File: src/rtl/trigger_pkg.sv
// Shared types for the multi-channel edge trigger.
package trigger_pkg;

    typedef enum logic [1:0] {
        OFF    = 2'b00,
        RISE   = 2'b01,
        FALL   = 2'b10,
        EITHER = 2'b11
    } trig_mode_e;

    typedef enum logic [1:0] {
        IDLE,
        HOLDOFF,
        ARMED,
        FIRED
    } trig_state_e;

    function automatic int sel_width(input int ch);
        return (ch > 1) ? $clog2(ch) : 1;
    endfunction

endpackage

File: src/rtl/trig_hyst.sv
// Hysteresis tracker: remembers last excursion below/above the bounds
// and flags a rise or fall crossing on the current sample.
module trig_hyst #(
    parameter int WIDTH = 8
) (
    input  logic             clk,
    input  logic             rst,
    input  logic             clear,
    input  logic             track,
    input  logic [WIDTH-1:0] sample,
    input  logic [WIDTH-1:0] upper_bound,
    input  logic [WIDTH-1:0] lower_bound,
    output logic             rise_hit,
    output logic             fall_hit
);

    logic lo_q, lo_d;
    logic hi_q, hi_d;
    logic below, above;

    assign below = sample < lower_bound;
    assign above = sample > upper_bound;

    always_comb begin
        lo_d = lo_q;
        hi_d = hi_q;
        if (clear) begin
            lo_d = 1'b0;
            hi_d = 1'b0;
        end else if (track) begin
            if (below) begin
                lo_d = 1'b1;
                hi_d = 1'b0;
            end else if (above) begin
                hi_d = 1'b1;
                lo_d = 1'b0;
            end
        end
    end

    always_ff @(posedge clk or posedge rst) begin
        if (rst) begin
            lo_q <= 1'b0;
            hi_q <= 1'b0;
        end else begin
            lo_q <= lo_d;
            hi_q <= hi_d;
        end
    end

    // Fire conditions use the flags from before this sample.
    assign rise_hit = lo_q && above;
    assign fall_hit = hi_q && below;

endmodule

File: src/rtl/trigger_multi.sv
// Multi-channel hysteresis edge trigger with post-arm holdoff.
// Define TRIG_AUTO_EN to add the auto-fire timeout.
module trigger_multi
    import trigger_pkg::*;
#(
    parameter int WIDTH    = 8,
    parameter int CHANNELS = 2,
    parameter int HOLD_W   = 16,
    parameter int TOUT_W   = 24
) (
    input  logic                                clk,
    input  logic                                rst,
    input  logic                                trig_rst,
    input  logic                                en,
    input  logic [CHANNELS*WIDTH-1:0]           data,
    input  logic [sel_width(CHANNELS)-1:0]      ch_sel,
    input  logic [1:0]                          mode,
    input  logic [WIDTH-1:0]                    upper_bound,
    input  logic [WIDTH-1:0]                    lower_bound,
    input  logic [HOLD_W-1:0]                   holdoff,
    input  logic [TOUT_W-1:0]                   auto_timeout,
    output logic                                trigger,
    output logic                                trig_pulse,
    output logic                                trig_rising,
    output logic                                armed,
    output logic                                trig_auto
);

    localparam int SEL_W = sel_width(CHANNELS);

    trig_state_e       state_q, state_d;
    logic [HOLD_W-1:0] cnt_q, cnt_d;
    logic              trigger_q, trigger_d;
    logic              pulse_q, pulse_d;
    logic              rising_q, rising_d;
    logic              auto_q, auto_d;
    logic [SEL_W-1:0]  ch_sel_q;

    logic [WIDTH-1:0]  sample;
    logic              flag_clr, track;
    logic              rise_hit, fall_hit;
    logic              sel_chg;

`ifdef TRIG_AUTO_EN
    logic [TOUT_W-1:0] tout_q, tout_d;
    logic              tout_hit;
    assign tout_hit = (auto_timeout != '0) &&
                      (tout_q + 1'b1 == auto_timeout);
`else
    logic unused_tout;
    assign unused_tout = ^auto_timeout;
`endif

    always_comb begin
        sample = '0;
        for (int k = 0; k < CHANNELS; k++) begin
            if (ch_sel == SEL_W'(k)) sample = data[k*WIDTH +: WIDTH];
        end
    end

    assign sel_chg = ch_sel != ch_sel_q;

    trig_hyst #(.WIDTH(WIDTH)) u_hyst (
        .clk         (clk),
        .rst         (rst),
        .clear       (flag_clr),
        .track       (track),
        .sample      (sample),
        .upper_bound (upper_bound),
        .lower_bound (lower_bound),
        .rise_hit    (rise_hit),
        .fall_hit    (fall_hit)
    );

    always_comb begin
        state_d   = state_q;
        cnt_d     = cnt_q;
        trigger_d = trigger_q;
        pulse_d   = 1'b0;
        rising_d  = rising_q;
        auto_d    = auto_q;
        flag_clr  = 1'b0;
        track     = 1'b0;
`ifdef TRIG_AUTO_EN
        tout_d    = tout_q;
`endif
        if (!en || (state_q != IDLE && mode == OFF)) begin
            state_d   = IDLE;
            cnt_d     = '0;
            trigger_d = 1'b0;
            rising_d  = 1'b0;
            auto_d    = 1'b0;
            flag_clr  = 1'b1;
        end else if (state_q != IDLE && trig_rst) begin
            // Re-arm beats a same-cycle fire: no pulse issued.
            state_d   = HOLDOFF;
            cnt_d     = holdoff;
            trigger_d = 1'b0;
            rising_d  = 1'b0;
            auto_d    = 1'b0;
            flag_clr  = 1'b1;
        end else begin
            unique case (state_q)
                IDLE: begin
                    flag_clr = 1'b1;
                    if (mode != OFF) begin
                        state_d = HOLDOFF;
                        cnt_d   = holdoff;
                    end
                end
                HOLDOFF: begin
                    flag_clr = sel_chg;
                    track    = !sel_chg;
                    if (cnt_q == '0) begin
                        state_d = ARMED;
`ifdef TRIG_AUTO_EN
                        tout_d  = '0;
`endif
                    end else begin
                        cnt_d = cnt_q - 1'b1;
                    end
                end
                ARMED: begin
                    flag_clr = sel_chg;
                    track    = !sel_chg;
`ifdef TRIG_AUTO_EN
                    tout_d   = tout_q + 1'b1;
`endif
                    if (!sel_chg) begin
                        if (rise_hit && mode[0]) begin
                            state_d   = FIRED;
                            trigger_d = 1'b1;
                            pulse_d   = 1'b1;
                            rising_d  = 1'b1;
                            auto_d    = 1'b0;
                        end else if (fall_hit && mode[1]) begin
                            state_d   = FIRED;
                            trigger_d = 1'b1;
                            pulse_d   = 1'b1;
                            rising_d  = 1'b0;
                            auto_d    = 1'b0;
                        end
`ifdef TRIG_AUTO_EN
                        else if (tout_hit) begin
                            state_d   = FIRED;
                            trigger_d = 1'b1;
                            pulse_d   = 1'b1;
                            rising_d  = 1'b0;
                            auto_d    = 1'b1;
                        end
`endif
                    end
                end
                FIRED: begin
                end
            endcase
        end
    end

    always_ff @(posedge clk or posedge rst) begin
        if (rst) begin
            state_q   <= IDLE;
            cnt_q     <= '0;
            trigger_q <= 1'b0;
            pulse_q   <= 1'b0;
            rising_q  <= 1'b0;
            auto_q    <= 1'b0;
            ch_sel_q  <= '0;
        end else begin
            state_q   <= state_d;
            cnt_q     <= cnt_d;
            trigger_q <= trigger_d;
            pulse_q   <= pulse_d;
            rising_q  <= rising_d;
            auto_q    <= auto_d;
            ch_sel_q  <= ch_sel;
        end
    end

`ifdef TRIG_AUTO_EN
    always_ff @(posedge clk or posedge rst) begin
        if (rst) tout_q <= '0;
        else     tout_q <= tout_d;
    end
`endif

    assign trigger     = trigger_q;
    assign trig_pulse  = pulse_q;
    assign trig_rising = rising_q;
    assign armed       = state_q == ARMED;
    assign trig_auto   = auto_q;

endmodule

File: config.mk
export PLATFORM = sky130hd
export DESIGN_NAME = trigger_multi
export DESIGN_NICKNAME = d
export VERILOG_FILES = /design/src/rtl/trigger_pkg.sv /design/src/rtl/trig_hyst.sv /design/src/rtl/trigger_multi.sv
export SDC_FILE = /design/constraint.sdc
export NUM_CORES = 1
export LEC_CHECK = 0
export BUFFER_PORTS_ARGS = -buffer_cell sky130_fd_sc_hd__buf_2
export CAP_MARGIN = 5
export CELL_PAD_IN_SITES_DETAIL_PLACEMENT = 0
export CELL_PAD_IN_SITES_GLOBAL_PLACEMENT = 1
export CORE_AREA = 2 2 56 111
export DETAILED_ROUTE_END_ITERATION = 6
export DIE_AREA = 0 0 58 113
export PLACE_DENSITY = 0.95
export SYNTH_ARGS = -nofsm -noshare
export SYNTH_HDL_FRONTEND = slang
export SYNTH_SLANG_ARGS = --single-unit
File: constraint.sdc
create_clock -name clk -period 6.4 [get_ports clk]
set_input_delay 0.32 -clock clk [delete_from_list [all_inputs] [get_ports clk]]
set_output_delay 0.32 -clock clk [all_outputs]
set_load 0.01 [all_outputs]
# After elaboration in Yosys (flattened, before gate mapping)
# Cells that the tools add are included.
[word_totals] reg_bits=25 output_inout_bits=5
[op_classes] n_addsub=1 order_cmp=2 eq_ne=9 n_mux=51 reduce_logical=25
[op_table] cell="$mux W16" n=4
[op_table] cell="$mux W1" n=36
[op_table] cell="$pmux W16 S2" n=1
[op_table] cell="$logic_not A16 Y1" n=1
[op_table] cell="$sub A16 B1 Y16 const B" n=1
[op_table] cell="$mux W2" n=7
[op_table] cell="$ne A4 B4 Y1 const B" n=3
[op_table] cell="$gt A8 B8 Y1" n=1
[op_table] cell="$lt A8 B8 Y1" n=1
[op_table] cell="$mux W8" n=1
[op_table] cell="$reduce_bool A4 Y1" n=2
[op_table] cell="$logic_and A1 B1 Y1" n=6
[op_table] cell="$pmux W2 S3" n=1
[op_table] cell="$reduce_and A3 Y1" n=2
[op_table] cell="$reduce_bool A2 Y1" n=3
[op_table] cell="$reduce_bool A3 Y1" n=2
[op_table] cell="$ne A5 B1 Y1 const B" n=1
[op_table] cell="$reduce_and A5 Y1" n=1
[op_table] cell="$reduce_bool A5 Y1" n=1
[op_table] cell="$logic_not A2 Y1" n=2
[op_table] cell="$ne A4 B2 Y1 const B" n=1
[op_table] cell="$ne A3 B1 Y1 const B" n=1
[op_table] cell="$eq A2 B1 Y1 const B" n=1
[op_table] cell="$eq A2 B2 Y1 const B" n=1
[op_table] cell="6 further kinds" n=7

# Longest topological paths before layout
# Gate-level depths: netlist (run 1).
[logic_depth] depth_word=10 depth_mapped=10 mapped_depth_nobuf=9

# Cells and area by module
# From an unflattened synthesis (run 1), not the netlist that was laid out.
[hier_totals] cells_unflattened=262 area_unflattened_um2=2248.4
[by_module_without_submodules] module="trigger_multi" instances=1 cells_each=196 area_per_inst_um2=1741.7 seq_area_each_um2=550.5
[by_module_without_submodules] module="trig_hyst" instances=1 cells_each=66 area_per_inst_um2=506.7 seq_area_each_um2=50.0

# Worst setup path before layout (run 1)
# Ideal clock, no wire load.
[synth_timing] kind="input port to flip-flop" start="in ch_sel" end="reg state_q[0]" setup_time_ns=0.069 arrival_ns=2.342 slack_ns=3.989 cell_stages=10 n_path_buf=1 path_cell_list="buf_2 -> mux2_2 -> ha_1 -> nor2b_1 -> o211ai_1 -> a21oi_1 -> o22ai_1 -> o21ai_0 -> a211o_1 -> nand3_1"
[synth_between] elab_chain_len=9 word_cells_on_any_way=16
[synth_lines] element="from (decl)" line_no="trigger_multi.sv:16" rtl="input logic [sel_width(CHANNELS)-1:0] ch_sel,"
[synth_lines] element="$mux W8" line_no="trigger_multi.sv:57" rtl="if (ch_sel == SEL_W'(k)) sample = data[k*WIDTH +: WIDTH];"
[synth_lines] element="$gt A8 B8 Y1" line_no="trig_hyst.sv:22" rtl="assign above = sample > upper_bound;"
[synth_lines] element="$logic_and A1 B1 Y1" line_no="trig_hyst.sv:52" rtl="assign rise_hit = lo_q && above;"
[synth_lines] element="$logic_and A1 B1 Y1" line_no="trigger_multi.sv:130" rtl="if (rise_hit && mode[0]) begin"
[synth_lines] element="$mux W2" line_no="trigger_multi.sv:130"
[synth_lines] element="$mux W2" line_no="trigger_multi.sv:129" rtl="if (!sel_chg) begin"
[synth_lines] element="$pmux W2 S3" line_no="trigger_multi.sv:103" rtl="unique case (state_q)"
[synth_lines] element="$mux W2" line_no="trigger_multi.sv:94" rtl="end else if (state_q != IDLE && trig_rst) begin"
[synth_lines] element="$mux W2" line_no="trigger_multi.sv:87" rtl="if (!en || (state_q != IDLE && mode == OFF)) begin"
[synth_lines] element="to (signal assigned)" line_no="trigger_multi.sv:170" rtl="state_q <= state_d;"
[synth_lines] element="to (decl)" line_no="trigger_multi.sv:31" rtl="trig_state_e state_q, state_d;"
# Parallel ways exist; a longest one is shown, timed or not. The select of a mux whose other input is x is not followed.
# A chain may end at the register's enable or synchronous reset.

# Final worst setup path (run 1)
[layout_timing] start="reg cnt_q[1]" end="reg cnt_q[14]"
[layout_between] elab_chain_len=5 word_cells_on_any_way=8
[layout_lines] element="from (decl)" line_no="trigger_multi.sv:32" rtl="logic [HOLD_W-1:0] cnt_q, cnt_d;"
[layout_lines] element="from (signal assigned)" line_no="trigger_multi.sv:171" rtl="cnt_q <= cnt_d;"
[layout_lines] element="$sub A16 B1 Y16" line_no="trigger_multi.sv:120" rtl="cnt_d = cnt_q - 1'b1;"
[layout_lines] element="$mux W16" line_no="trigger_multi.sv:114" rtl="if (cnt_q == '0) begin"
[layout_lines] element="$pmux W16 S2" line_no="trigger_multi.sv:103"
[layout_lines] element="$mux W16" line_no="trigger_multi.sv:94"
[layout_lines] element="$mux W16" line_no="trigger_multi.sv:87"
# Parallel ways exist; a longest one is shown, timed or not. The select of a mux whose other input is x is not followed.

==> metrics.txt, run 1 <==
largest family of logic cells by synthesized area compound AO/OA/AOI/OAI gates; post-synth top area share 29.3%; Max clock buf depth 2; crit path cell chain inv_1, ha_1, nor3b_1, nand3_1, nor3_2, nand2_1, nand2_2, o21ai_0, o21ai_0; clk root buf clkbuf_16; Gate power share 53.2%; Critical Path End Type flip-flop; Arrival @ worst endpoint 3050 ps; Worst Path Class, Setup flip-flop to flip-flop; HP Class input pin to asynchronous set/reset pin; Leakage Power 0.00120 uW; Clock Skews 1.95 ps; run status finished clean; initial antenna violation count 0; post_cts resized 0; Ports 84; Clk pin slew, worst setup/hold paths 60 ps; synthesized-area fraction occupied by adder cells 12.2%; Seq pwr share 29.0%; Yosys cell types 47; Yosys reg bits 24; share of layout cells above drive strength 1 24.8%; clock group share of total power 17.8%; largest net degree at the start of global routing 25; synthesized area per cell 7.80 um2; commonest cells in the netlist o21ai_0, a21oi_1, inv_1; Internal 453 uW; Final Hold Viols 0; core area 0.00566 mm2; vias 2087; leading area contributor after synthesis dfrtp_1; cts hold-fix bufs 0; Seq/Total Area, Yosys 29.3%; syn nets 362; Die Y 113 um; Period minus WS final 2870 ps; Worst EP required 6580 ps; Final Util 43.2%; CTS Buf Count 3; Routed WL per cell 14.3 um; Register-to-Register Path Depth 9; first-pass GRT wire length 9040 um; IO buf count 58; final max-slew violation count 0; Synth Area in Compound Gates 25.9%; crit share post-route 44.9%; post-route cell area 0.00244 mm2; synthesized-area fraction occupied by xor and xnor cells 0.427%; diode count 0; multiplexer area fraction after synthesis 4.88%; multi-input logic area 0.00128 mm2; Switching Fraction 46.0%; Startpoint Class flip-flop; fmax 0.348 GHz; relative slew slack 34.1%; drt total wl 5380 um; asr flop ratio synth 100%; clk sink count 24; vias per inst 5.55; # nets final 415; Die X 58 um; Syn Inst Count 263; TritonCTS clock tree built; Final ANT Viol Nets 0; max-cap violations 0; Max stage delay on crit path 700 ps; drt pass-1 iters 4; number of flops mapped to enable cells by yosys 0; 1st-iter DRT viols 91; register area 601 um2; Filler cells 584; final-report setup violation count 0; Area contributors post-synth dfrtp_1, ha_1, o21ai_0; Tightest Pin Transition 981 ps; Std-Cell Rows 39; Power per Cell Area 343 mW/mm2; yosys warns 0; Die Area 0.00655 mm2; VDD IR max 0.301 mV; most numerous cell in the Yosys netlist o21ai_0; R2R Path End cnt_q[14]; Synth-to-Final Area Change 19.2%; P_sw 386 uW; crit path buf inv count 1; H-tree depth 1; cell area after synthesis 0.00205 mm2; RSZ-0062 raised after global routing no; post-detailed-placement cell area 0.00235 mm2; Crit path max-delay family simple AND/OR/NAND/NOR gates; vias in the first global route 2152; setup tns final 0 ps; gr usage total 17.0%; R2R Path Start cnt_q[1]; Most Frequent Cell on Critical Path o21ai_0; DP Wirelength 4350 um; total gr overflow 0; final routed DRC violation total 0; Placer Congestion 0.828; worst skew pair latency 260 ps; Setup Buffers After CTS 0; crit-path max FO 21; Post-Synth Simple-Gate Area 18.9%; R2R Setup Slk 3530 ps; Synth Flop Type dfrtp_1; Worst path slowest cell nor3b_1; Initial Utilization 36.2%
[area by class of cell]
class | instances | share of cell area, %
timing repair buffer | 59 | 12.2
tap | 61 | 3.12
inverter | 26 | 3.99
clock buffer | 4 | 3.64
sequential | 24 | 24.6
multi-input combinational | 202 | 52.5
[worst max path at each step]
stage	start	cells after the start	endpoint	slack [ps]
floorplan	ch_sel	10	state_q[0]	3990
global placement	cnt_q[0]	9	cnt_q[14]	3610
detailed placement	cnt_q[0]	9	cnt_q[2]	3590
CTS	cnt_q[1]	9	cnt_q[14]	3550
global route	cnt_q[1]	9	cnt_q[14]	3240
finish	cnt_q[1]	9	cnt_q[14]	3530
[per-layer routing]
layer,share of wire [%],vias to the layer above,GRT usage [%]
li1,-,1051,-
met1,37,960,16.7
met2,56,68,32.7
met3,5.5,8,2.86
met4,1.9,0,8.22
met5,0,-,0
[registers in the layout (all words and copies together) (netlist names)]
register and flops:
trig_pulse 1, ch_sel_q 1, state_q 2, u_hyst.lo_q 1
u_hyst.hi_q 1, cnt_q 16, trigger 1, trig_rising 1
[cells in the final DEF, fill, tap and decap left out, types with 2 or more instances in the layout]
| cell | instances |
|---|---|
| clkbuf_16 | 3 |
| a211oi_1 | 2 |
| buf_2 | 58 |
| nand2_1 | 13 |
| a21oi_1 | 26 |
| o21ai_0 | 27 |
| nand3_1 | 7 |
| nor3_1 | 12 |
| and3_1 | 2 |
| a22oi_1 | 4 |
| o21ai_1 | 13 |
| nand4_1 | 5 |
| a31oi_1 | 2 |
| inv_1 | 26 |
| ha_1 | 20 |
| and2_1 | 2 |
| mux2_2 | 8 |
| a32oi_1 | 2 |
| nor4_1 | 5 |
| nor2b_1 | 2 |
| dfrtp_1 | 24 |
| a31o_2 | 2 |
| nor2_1 | 25 |
| o22ai_1 | 2 |
[through the flow]
| stage | cells | hold slack, ps | power, uW | setup WS [ps] |
|---|---|---|---|---|
| final | 376 | 279 | 839 | 3530 |
| after global routing | 376 | 319 | 914 | 3240 |
| after CTS | 376 | 310 | 844 | 3550 |
| after detailed placement | 372 | 472 | 691 | 3590 |
| after global placement | 372 | 463 | 673 | 3610 |
| after floorplan | 263 | 335 | 583 | 3990 |
[cells by family (layout without fill, tap and decap cells)]
family / after synthesis / after routing
multiplexers: 9 / 9
flip-flops: 24 / 24
AND/OR/NAND/NOR: 80 / 80
AO/OA/AOI/OAI: 91 / 91
buffers and inverters: 37 / 89
other: 1 / 1
XOR/XNOR: 1 / 1
adder cells (fa/ha/maj): 20 / 20
[power by group through the flow]
stage | clock [uW] | combinational [uW] | sequential (uW)
detailed placement | 0 | 445 | 246
global route | 159 | 504 | 251
floorplan | 0 | 351 | 232
global placement | 0 | 430 | 243
finish | 149 | 447 | 244
CTS | 153 | 448 | 243
Note: power is estimated with default switching activity, not from simulation.
==> inputs of run 2 (changes only) <==
Settings changed: CORE_AREA 2 2 56 111 to 2 2 61 121, DIE_AREA 0 0 58 113 to 0 0 63 123, PLACE_DENSITY 0.95 to 0.86.
Clock period 6.4 ns to 2.39 ns, I/O delays scaled along.
==> run 2 against run 1 <==
Total power grew to 2.9 times the previous value. Final cell count grew 13%. Worst setup slack lost 3300 ps. Largest power group unchanged.
==> metrics.txt, run 2 (synthesis results as in run 1) <==
run status finished clean; max-cap violations 0; gr usage total 14.2%; Crit path max-delay family simple AND/OR/NAND/NOR gates; initial antenna violation count 0; Setup WS pre-CTS 64.3 ps; first-pass GRT wire length 9180 um; Placer Congestion 0.788; Arrival @ worst endpoint 2350 ps; drt pass-1 iters 4; Clock Skews 3.67 ps; RSZ-0062 raised after global routing no; IO buf count 58; Worst Setup SP cnt_q[9]; core area 0.00683 mm2; Leakage Power 0.00129 uW; CTS Buf Count 3; Biggest register cnt_q; DP Wirelength 4050 um; crit-path max FO 4; final max-slew violation count 0; clk root buf clkbuf_16; commonest non-fill, non-tap cells in the layout buf_2, o21ai_0, inv_1, a21oi_1, nor2_1; P_sw 1040 uW; clock group share of total power 16.8%; Power per Cell Area 912 mW/mm2; Final ANT Viol Nets 0; total gr overflow 0; TritonCTS clock tree built; max FFs per register 16; biggest regs cnt_q x16, state_q x2; Worst path slowest cell or4_1; Initial Utilization 30.0%; crit share post-route 92.5%; Routed WL per cell 12.4 um; Startpoint Class flip-flop; Period minus WS final 2210 ps; worst skew pair latency 260 ps; Die Area 0.00775 mm2; Die X 63 um; Ports 84; Max stage delay on crit path 600 ps; final routed DRC violation total 0; VDD IR max 0.474 mV; Gate power share 56.5%; Max clock buf depth 2; Final Hold Viols 0; diode count 0; hold slack 137 ps; Std-Cell Rows 43; Seq pwr share 26.6%; Critical Path End Type flip-flop; Worst Slack Setup Final 180 ps; Worst Path Class, Setup flip-flop to flip-flop; commonest non-fill, non-tap cell in the layout buf_2; vias 2104; Internal 1360 uW; R2R Path Start cnt_q[9]; final-report setup violation count 0; largest net degree at the start of global routing 25; hold_sp holdoff[4]; vias in the first global route 2041; Setup Buffers After CTS 0; crit path cell chain or4_1, or3_1, nor3_2, o22ai_1, inv_1, a31o_2, o21ai_1; Worst EP required 2530 ps; 1st-iter DRT viols 101; crit path buf inv count 1; Synth-to-Final Area Change 28.4%; fmax 0.452 GHz; drt total wl 5240 um; # nets final 434; Switching Fraction 43.5%; share of layout cells above drive strength 1 29.3%; setup tns final 0 ps; H-tree depth 1; clk sink count 24; vias per inst 4.96; Clk pin slew, worst setup/hold paths 60 ps; HP Class input pin to flip-flop; Die Y 123 um
==> run 2: final timing paths <==
check                              end  slack [ps]  cells past startpoint
setup / recovery            state_q[1]         180                      7
hold / removal                cnt_q[4]         140                      3
max in group asynchronous     cnt_q[2]        1690                      4
setup reg to reg            state_q[1]         180                      7
min in group asynchronous  u_hyst.hi_q         450                      4
hold reg to reg               cnt_q[0]         490                      2
==> run 2: worst min-delay path, stage by stage <==
cell and delay (ps):
buf_2 80, a2bb2oi_1 50, o21ai_1 100
==> run 2: cell type report <==
type	count	area, um2
fill	732	4200
sequential	24	601
multi-input combinational	202	1290
tap	90	113
clock buffer	4	88.8
timing repair buffer	78	443
inverter	26	97.6
==> run 2: power by group through the flow <==
stage / sequential [uW] / clock, uW / combinational [uW]
global placement: 638 / 0 / 1320
CTS: 635 / 417 / 1350
floorplan: 621 / 0 / 940
finish: 639 / 404 / 1360
global route: 658 / 437 / 1540
detailed placement: 641 / 0 / 1330
==> run 2: layer usage <==
| layer | global-route usage [%] | wire, um | part of all wire (%) |
|---|---|---|---|
| met2 | 25.0 | 2620 | 50 |
| met4 | 3.75 | 23 | 0.44 |
| met3 | 1.46 | 194 | 3.7 |
| met1 | 18.5 | 2400 | 46 |
| met5 | 0 | 0 | 0 |
==> run 2: through the flow <==
stage          std cells  util, %  cell area, um2  total power, uW
6_report             424     38.5            2630             2400
5_1_grt              424     38.5            2630             2640
4_1_cts              424     38.4            2630             2400
3_5_place_dp         419     37.0            2530             1970
3_3_place_gp         419     37.0            2530             1960
2_1_floorplan        263        -            2050             1560
==> run 2: timing repair <==
action | CTS | global route
endpoints found under the setup margin | 0 | 7
gates resized for setup | 0 | 2
hold buffers | 1 | 0
hold endpoints to repair | 24 | 0
